## src/rtl/tx_buf_arbiter.sv

```systemverilog
// tx_buf_arbiter
// Hands the two halves of the TX buffer RAM back and forth between the
// packet decoder (writer) and the USB slave-FIFO engine (reader). Halves are
// filled and sent strictly in alternation, so packets leave in the order they
// were written. One half can fill while the other drains.
//
// Ports:
//   clk, rst_n            ifclk and asynchronous active-low reset
//   i_wr_req              writer wants a half (level)
//   o_wr_grant            1-cycle pulse, o_wr_bank now owned by writer
//   o_wr_bank             write-address MSB
//   i_wr_done, i_wr_len   fill complete pulse and its word count
//   o_rd_start            1-cycle SOP pulse to the slave FIFO
//   o_rd_bank, o_rd_len   read-address MSB and packet word count
//   i_rd_done             packet fully sent pulse
//   o_full, o_empty       no half free / both halves free
//   i_err_clr             clears sticky errors
//   o_proto_err           sticky protocol error
//   o_tmo_err             sticky watchdog error
//
// state   | meaning
// --------+-------------------------------------------------
// H_FREE  | half unowned, may be granted to the writer
// H_FILL  | writer is filling the half
// H_READY | packet complete, waiting for the reader
// H_SEND  | reader is draining the half
// W_IDLE  | writer FSM waiting for a request
// W_FILL  | writer FSM waiting for wr_done
// R_IDLE  | reader FSM waiting for the next READY half
// R_SEND  | reader FSM waiting for rd_done (watchdog running)

module tx_buf_arbiter #(
    parameter int ADDR_NBIT  = 8,
    parameter int TMO_CYCLES = 65535
) (
    input  logic                 clk,
    input  logic                 rst_n,
    input  logic                 i_wr_req,
    output logic                 o_wr_grant,
    output logic                 o_wr_bank,
    input  logic                 i_wr_done,
    input  logic [ADDR_NBIT:0]   i_wr_len,
    output logic                 o_rd_start,
    output logic                 o_rd_bank,
    output logic [ADDR_NBIT:0]   o_rd_len,
    input  logic                 i_rd_done,
    output logic                 o_full,
    output logic                 o_empty,
    input  logic                 i_err_clr,
    output logic                 o_proto_err,
    output logic                 o_tmo_err
);

    typedef enum logic [1:0] {H_FREE, H_FILL, H_READY, H_SEND} half_t;
    typedef enum logic {W_IDLE, W_FILL} wr_fsm_t;
    typedef enum logic {R_IDLE, R_SEND} rd_fsm_t;

    localparam logic [ADDR_NBIT:0] MAX_LEN = {1'b1, {ADDR_NBIT{1'b0}}};
    localparam int                 WD_W    = (TMO_CYCLES > 1) ? $clog2(TMO_CYCLES + 1) : 1;
    localparam logic [WD_W-1:0]    WD_LOAD = WD_W'(TMO_CYCLES);
    localparam bit                 WD_EN   = (TMO_CYCLES != 0);

    half_t              r_half [2];
    half_t              w_half_nxt [2];
    logic [ADDR_NBIT:0] r_len [2];
    wr_fsm_t            r_wr_st;
    rd_fsm_t            r_rd_st;
    logic               r_wr_ptr;
    logic               r_rd_ptr;
    logic               r_wr_bank;
    logic               r_rd_bank;
    logic [ADDR_NBIT:0] r_rd_len;
    logic               r_wr_grant;
    logic               r_rd_start;
    logic               r_full;
    logic               r_empty;
    logic               r_proto_err;
    logic               r_tmo_err;
    logic [WD_W-1:0]    r_wdog;

    logic w_grant;
    logic w_len_ok;
    logic w_wr_ok;
    logic w_wr_bad;
    logic w_rd_go;
    logic w_rd_fin;
    logic w_tmo;
    logic w_proto_set;

    always_comb begin
        w_grant  = (r_wr_st == W_IDLE) && i_wr_req && (r_half[r_wr_ptr] == H_FREE);
        w_len_ok = (i_wr_len != '0) && (i_wr_len <= MAX_LEN);
        w_wr_ok  = (r_wr_st == W_FILL) && i_wr_done && w_len_ok;
        w_wr_bad = (r_wr_st == W_FILL) && i_wr_done && !w_len_ok;
        w_rd_go  = (r_rd_st == R_IDLE) && (r_half[r_rd_ptr] == H_READY);
        w_rd_fin = (r_rd_st == R_SEND) && i_rd_done;
        // A rd_done landing on the expiry cycle counts as normal completion.
        w_tmo    = WD_EN && (r_rd_st == R_SEND) && !i_rd_done && (r_wdog == WD_W'(1));
        w_proto_set = w_wr_bad
                    || ((r_wr_st == W_IDLE) && i_wr_done)
                    || ((r_rd_st == R_IDLE) && i_rd_done);

        // The writer only touches FREE/FILL halves and the reader only
        // READY/SEND halves, so these updates never collide on one index.
        w_half_nxt = r_half;
        if (w_grant)            w_half_nxt[r_wr_ptr]  = H_FILL;
        if (w_wr_ok)            w_half_nxt[r_wr_bank] = H_READY;
        if (w_wr_bad)           w_half_nxt[r_wr_bank] = H_FREE;
        if (w_rd_go)            w_half_nxt[r_rd_ptr]  = H_SEND;
        if (w_rd_fin || w_tmo)  w_half_nxt[r_rd_bank] = H_FREE;
    end

    always_ff @(posedge clk or negedge rst_n) begin
        if (!rst_n) begin
            r_half[0]   <= H_FREE;
            r_half[1]   <= H_FREE;
            r_len[0]    <= '0;
            r_len[1]    <= '0;
            r_wr_st     <= W_IDLE;
            r_rd_st     <= R_IDLE;
            r_wr_ptr    <= 1'b0;
            r_rd_ptr    <= 1'b0;
            r_wr_bank   <= 1'b0;
            r_rd_bank   <= 1'b0;
            r_rd_len    <= '0;
            r_wr_grant  <= 1'b0;
            r_rd_start  <= 1'b0;
            r_full      <= 1'b0;
            r_empty     <= 1'b1;
            r_proto_err <= 1'b0;
            r_tmo_err   <= 1'b0;
            r_wdog      <= '0;
        end else begin
            r_half     <= w_half_nxt;
            r_full     <= (w_half_nxt[0] != H_FREE) && (w_half_nxt[1] != H_FREE);
            r_empty    <= (w_half_nxt[0] == H_FREE) && (w_half_nxt[1] == H_FREE);
            r_wr_grant <= w_grant;
            r_rd_start <= w_rd_go;

            case (r_wr_st)
                W_IDLE: begin
                    if (w_grant) begin
                        r_wr_bank <= r_wr_ptr;
                        r_wr_ptr  <= ~r_wr_ptr;
                        r_wr_st   <= W_FILL;
                    end
                end
                W_FILL: begin
                    if (w_wr_ok) begin
                        r_len[r_wr_bank] <= i_wr_len;
                        r_wr_st          <= W_IDLE;
                    end else if (w_wr_bad) begin
                        // Abandoned fill: hand the same half out again next.
                        r_wr_ptr <= r_wr_bank;
                        r_wr_st  <= W_IDLE;
                    end
                end
                default: r_wr_st <= W_IDLE;
            endcase

            case (r_rd_st)
                R_IDLE: begin
                    if (w_rd_go) begin
                        r_rd_bank <= r_rd_ptr;
                        r_rd_len  <= r_len[r_rd_ptr];
                        r_wdog    <= WD_LOAD;
                        r_rd_st   <= R_SEND;
                    end
                end
                R_SEND: begin
                    if (w_rd_fin || w_tmo) begin
                        r_rd_ptr <= ~r_rd_ptr;
                        r_rd_st  <= R_IDLE;
                    end else if (WD_EN) begin
                        r_wdog <= r_wdog - WD_W'(1);
                    end
                end
                default: r_rd_st <= R_IDLE;
            endcase

            if (w_proto_set)    r_proto_err <= 1'b1;
            else if (i_err_clr) r_proto_err <= 1'b0;

            if (w_tmo)          r_tmo_err <= 1'b1;
            else if (i_err_clr) r_tmo_err <= 1'b0;
        end
    end

    assign o_wr_grant  = r_wr_grant;
    assign o_wr_bank   = r_wr_bank;
    assign o_rd_start  = r_rd_start;
    assign o_rd_bank   = r_rd_bank;
    assign o_rd_len    = r_rd_len;
    assign o_full      = r_full;
    assign o_empty     = r_empty;
    assign o_proto_err = r_proto_err;
    assign o_tmo_err   = r_tmo_err;

endmodule

```

## config.mk

```make
export PLATFORM = sky130hd
export DESIGN_NAME = tx_buf_arbiter
export DESIGN_NICKNAME = d
export VERILOG_FILES = /design/src/rtl/tx_buf_arbiter.sv
export SDC_FILE = /design/constraint.sdc
export NUM_CORES = 1
export LEC_CHECK = 0
export BUFFER_PORTS_ARGS = -buffer_cell sky130_fd_sc_hd__buf_2
export CORE_UTILIZATION = 40
export CTS_CLUSTER_SIZE = 10
export DETAILED_ROUTE_END_ITERATION = 10
export GPL_TIMING_DRIVEN = 1
export SETUP_SLACK_MARGIN = 0.3
export SYNTH_ARGS = -nofsm -noshare
export SYNTH_HDL_FRONTEND = slang
export SYNTH_SLANG_ARGS = --single-unit
```

## constraint.sdc

```tcl
create_clock -name clk -period 2.2 [get_ports clk]
set_clock_uncertainty 0.15 [all_clocks]
set_input_delay 0.44 -clock clk [delete_from_list [all_inputs] [get_ports clk]]
set_output_delay 0.44 -clock clk [all_outputs]
set_load 0.005 [all_outputs]
```

# Word-level counts from Yosys, hierarchy flattened
# Cells that the tools add are included.
dict set report totals {
  output_inout_bits 17
  word_cells 133
  reg_bits 59
}
dict set report op_classes {
  addsub 1
  bitwise 19
  reduce_logical 37
  n_mux 42
  n_lt_le_gt_ge 9
  n_eq_ne 7
}
# op n
set op_table {}
lappend op_table {{two-way mux 9 bit} 4}
lappend op_table {{two-way mux 16 bit} 2}
lappend op_table {{case mux 16 bit (2 select lines)} 1}
lappend op_table {{two-way mux 2 bit} 10}
lappend op_table {{two-way mux 4 bit} 5}
lappend op_table {{bitwise mux 18 bit} 1}
lappend op_table {{logical AND 1 bit} 18}
lappend op_table {{== test 16 x 1 -> 1 bit (second input constant)} 1}
lappend op_table {{subtractor 16 x 1 -> 16 bit (second input constant)} 1}
lappend op_table {{two-way mux 1 bit} 11}
lappend op_table {{AND reduction 2 bit} 5}
lappend op_table {{demux 9 bit (select 1 bit)} 1}
lappend op_table {{<= comparator 9 bit (second input constant)} 1}
lappend op_table {{nonzero test 9 bit} 1}
lappend op_table {{AND 4 bit} 2}
lappend op_table {{demux 2 bit (select 1 bit)} 4}
lappend op_table {{greater-or-equal comparator 2 bit (second input constant)} 4}
lappend op_table {{< comparator 2 x 1 -> 1 bit (second input constant)} 4}
lappend op_table {{!= test 2 bit (second input constant)} 4}
lappend op_table {{NOT 1 -> 2 bit} 4}
lappend op_table {{NOT 4 bit} 2}
lappend op_table {{nonzero test 2 bit} 4}
lappend op_table {{logical NOT 2 bit} 3}
lappend op_table {{case mux 1 bit (2 select lines)} 3}
lappend op_table {{other kinds (10)} 19}

# Longest topological paths before layout
dict set report depth {
  depth_word 18
  ltp_mapped 8
  depth_no_buf 7
}

# Worst setup path after synthesis
# Ideal clock, no wire load.
dict set report synth_path {
  path_kind {input port to flip-flop}
  startpoint {input port i_wr_len[5]}
  endpoint {register r_len[0] (netlist name)}
  cell_stages 5
  required_ns 1.925
  path_buffers 0
  setup_ns 0.125
  setup_slack_ns 0.121
  arrival_ns 1.805
  cell_sequence {nor4_1 > and2_4 > xnor2_4 > nand2_4 > mux2_2}
}
dict set report synth_via {
  elab_chain_cells 4
  word_cells_on_any_way 5
}
# item line_no
set synth_rtl {}
lappend synth_rtl {{from (decl)} 42} ;# input logic [ADDR_NBIT:0] i_wr_len,
lappend synth_rtl {{<= comparator 9 bit or nonzero test 9 bit (tied branches)} 92} ;# w_len_ok = (i_wr_len != '0) && (i_wr_len <= MAX_LEN);
lappend synth_rtl {{logical AND 1 bit *} 92}
lappend synth_rtl {{logical AND 1 bit *} 93} ;# w_wr_ok = (r_wr_st == W_FILL) && i_wr_done && w_len_ok;
lappend synth_rtl {{AND reduction 2 bit (no source line) *} -}
lappend synth_rtl {{to (signal, indexed assignment)} 150} ;# r_len[r_wr_bank] <= i_wr_len;
lappend synth_rtl {{to (decl)} 65} ;# logic [ADDR_NBIT:0] r_len [2];
# Mark *: on every way between the ends. The rest lies on a longest branch, timed or not.
# A chain may end at the register's enable or synchronous reset.

# Worst setup path in the final report
dict set report layout_path {
  startpoint {register r_wdog[1]}
  endpoint {register r_wdog[10]}
}
dict set report layout_via {
  elab_chain_cells 5
  word_cells_on_any_way 8
}
# item line_no
set layout_rtl {}
lappend layout_rtl {{from (decl)} 79} ;# logic [WD_W-1:0] r_wdog;
lappend layout_rtl {{from (signal assigned)} 175} ;# r_wdog <= r_wdog - WD_W'(1);
lappend layout_rtl {{parallel branches: the longest is 5 deep, another holds subtractor 16 x 1 -> 16 bit} -}
# Several ways; the timed one is not identified. The select of a mux whose other input is x is not followed.

==> impl_metrics.json <==
{
  "status": "completed",
  "numCtsBuffers": 9,
  "drv_slew": 0,
  "drtAntennaViolNets": 0,
  "clock-sinks": 59,
  "vias": 2026,
  "nets": 319,
  "synth_top_area_share_pct": 52.4,
  "fin_ws_ps": 277,
  "routed.top_layer": "met4",
  "netlist_instances": 248,
  "ir_drop_mv": 0.529,
  "worst_slew_pin_slew_ps": 314,
  "synth_common_cells": "dfrtp_1 (58), nand2_1 (30), mux2_2 (18)",
  "final_area_sq_um": 3440,
  "via_per_inst": 5.28,
  "crit_arrival_ps": 1990,
  "fp.coreArea_sq_um": 6530,
  "required_ps": 2270,
  "clk_latency_ps": 340,
  "cap_violations": 0,
  "antenna_found_initial": 0,
  "grt_first_pass_wirelength_mm": 9.63,
  "cp_slowest_stage_delay_ps": 390,
  "tns_ps": 0,
  "die_x_microns": 85.2,
  "p_leak_nw": 1.59,
  "place_congestion": 0.820,
  "finalCritPeriodShare_pct": 87.4,
  "routed_wirelength_mm": 5.75,
  "ys.flop_type": "dfrtp_1",
  "ys_types": 44,
  "wl_met3_microns": 227,
  "synth.most_common_cell": "dfrtp_1",
  "placement_rows": 29,
  "dp_worst_setup_slack_ps": 153,
  "rsz0062_at_grt": "yes",
  "clockBufferDepth": 2,
  "cts_tree": "done",
  "yosys-top-cells-area": "dfrtp_1 (52%), mux2_2 (7.3%), mux2i_1 (4.7%)",
  "area_growth_pct": 24.1,
  "h-tree-depth": 3,
  "antenna_cells": 0,
  "synthArstFlopShare_pct": 100,
  "reg2regPathDepth": 8,
  "drive_gt1_share_pct": 35.2,
  "r2r-end": "r_wdog[10]$_DFFE_PN0P_",
  "initial_core_util_pct": 42.4,
  "start_kind": "flip-flop",
  "synth_edf_count": 0,
  "p_per_area_nw_per_um2": 1070,
  "grt_max_degree": 60,
  "syn_area_per_cell_sq_um": 11.2,
  "fmax_mhz": 520,
  "synth_fp_nets": 265,
  "routedWlPerCell_microns": 15.0,
  "die_h_microns": 85.2,
  "wirelength_met1_mm": 2.66,
  "r2r_setup_slack_ps": 280,
  "hpwlAfterDp_mm": 3.73,
  "hold_violations": 0,
  "routed-wl-met2_mm": 2.81,
  "first_iter_violations": 160,
  "numPortBuffers": 31,
  "reg2reg_from": "r_wdog[1]$_DFFE_PN0P_",
  "critPathLaunch": "r_wdog[1]$_DFFE_PN0P_",
  "firstDrtPassIters": 4,
  "worstPathMaxFanout": 5,
  "crit_type": "flip-flop to flip-flop",
  "first_global_vias": 1997,
  "yosys.area.top_type": "dfrtp_1",
  "hold_ws_ps": 148,
  "route.detailed.drc": 0,
  "io_pins": 32,
  "clk_pin_slew_worst_paths_ps": 70,
  "dieArea_sq_um": 7260,
  "yosysWarnings": 0,
  "fin_crit_ps": 1920,
  "synthesis.area_sq_um": 2770,
  "place_area_sq_um": 3110,
  "end_kind": "flip-flop",
  "grt-ovfl-total": 0,
  "cts_root_buffer": "clkbuf_8",
  "ys_seq_area_share_pct": 53.4,
  "critPathCapture": "r_wdog[10]$_DFFE_PN0P_",
  "setup_violations": 0,
  "synth_seq_cells": 59,
  "grtUsageTotal_pct": 17.6,
  "worstHoldPathType": "input port to flip-flop",
  "cp_slowest_cell": "dfrtp_1",
  "path_cells": "inv_2 -> ha_4 -> nor3b_4 -> and4b_2 -> buf_6 -> and4b_1 -> xnor2_1 -> nand2_1",
  "max_slew_margin_pct": 79.0
}
## logic make-up (layout without fill, tap and decap cells)
| logic type | after synthesis | count (layout) | share of synthesized area, % |
|---|---|---|---|
| fa+ha+maj | 2 | 2 | 0.904 |
| buf+inv | 17 | 76 | 2.35 |
| compound gates | 41 | 41 | 9.13 |
| flops | 59 | 59 | 53.4 |
| mux | 31 | 31 | 12.0 |
| simple gates | 86 | 86 | 17.7 |
| xor+xnor | 12 | 12 | 4.48 |
## layout by cell type (no fill, tap or decap), drive strengths merged, types with 10 or more instances in the layout
cell type,instances
inv,12
mux2i,13
clkbuf,10
dfrtp,58
nor2,10
mux2,18
nand2,32
a21oi,10
o21ai,16
buf,49
## timing repair
item	4_1_cts	5_1_grt
pin swaps	2	7
hold buffers	1	0
endpoints found under the setup margin	14	16
hold endpoints to repair	58	0
buffers inserted	6	2
gates resized for setup	11	11
## worst min path at each step
stage               slack [ps]                       to                     from  depth (start not counted)
finish                     150    o_tmo_err$_DFFE_PN0P_                i_err_clr                          2
global placement           310  o_rd_len[2]$_DFFE_PN0P_  o_rd_len[2]$_DFFE_PN0P_                          2
global route               140    o_tmo_err$_DFFE_PN0P_                i_err_clr                          2
CTS                        140    o_tmo_err$_DFFE_PN0P_                i_err_clr                          2
floorplan                   -6         o_full$_DFF_PN0_                    rst_n                          0
detailed placement         320   r_wdog[13]$_DFFE_PN0P_                    rst_n                          2
## power by group
group | leakage, nW | switching [W] | internal, W
combinational | 0.827 | 0.000560 | 0.000565
sequential | 0.681 | 0.000239 | 0.00143
clock | 0.0835 | 0.000455 | 0.000419
## registers in the layout, indices dropped and copies added (netlist names)
signal       flops
r_wr_ptr         1
r_len           18
o_full           1
o_empty          1
r_rd_st          1
o_proto_err      1
o_tmo_err        1
r_half           4
r_wr_st          1
o_rd_len         9
o_rd_bank        1
o_rd_start       1
r_wdog          16
o_wr_bank        1
o_wr_grant       1
r_rd_ptr         1
## critical path, delay by kind of cell, from the launching register on
kind	cells	cell delay [ps]
flops	1	390
buf+inv	2	200
xor+xnor	1	150
simple gates	4	790
fa+ha+maj	1	130
## stage by stage
step	cells	utilization, %	total power (W)
6_report	384	52.6	0.00367
2_1_floorplan	248	-	0.00231
5_1_grt	384	52.6	0.00394
4_1_cts	382	51.9	0.00367
3_3_place_gp	359	47.7	0.00268
3_5_place_dp	359	47.7	0.00270
## layer usage
layer | vias to the layer above | GRT usage, %
met3 | 4 | 6.42
met4 | 0 | 6.47
met1 | 974 | 22.2
li1 | 1008 | -
met2 | 40 | 27.9
met5 | - | 0
## layout make-up
class / count / area, sq um
Clock inverter: 6 / 50.0
Tap cell: 77 / 96.3
Inverter: 10 / 37.5
Timing Repair Buffer: 50 / 317
Fill cell: 577 / 3100
Multi-Input combinational cell: 172 / 1330
Clock buffer: 10 / 128
Sequential cell: 59 / 1480
(Power assumes the default switching activity.)
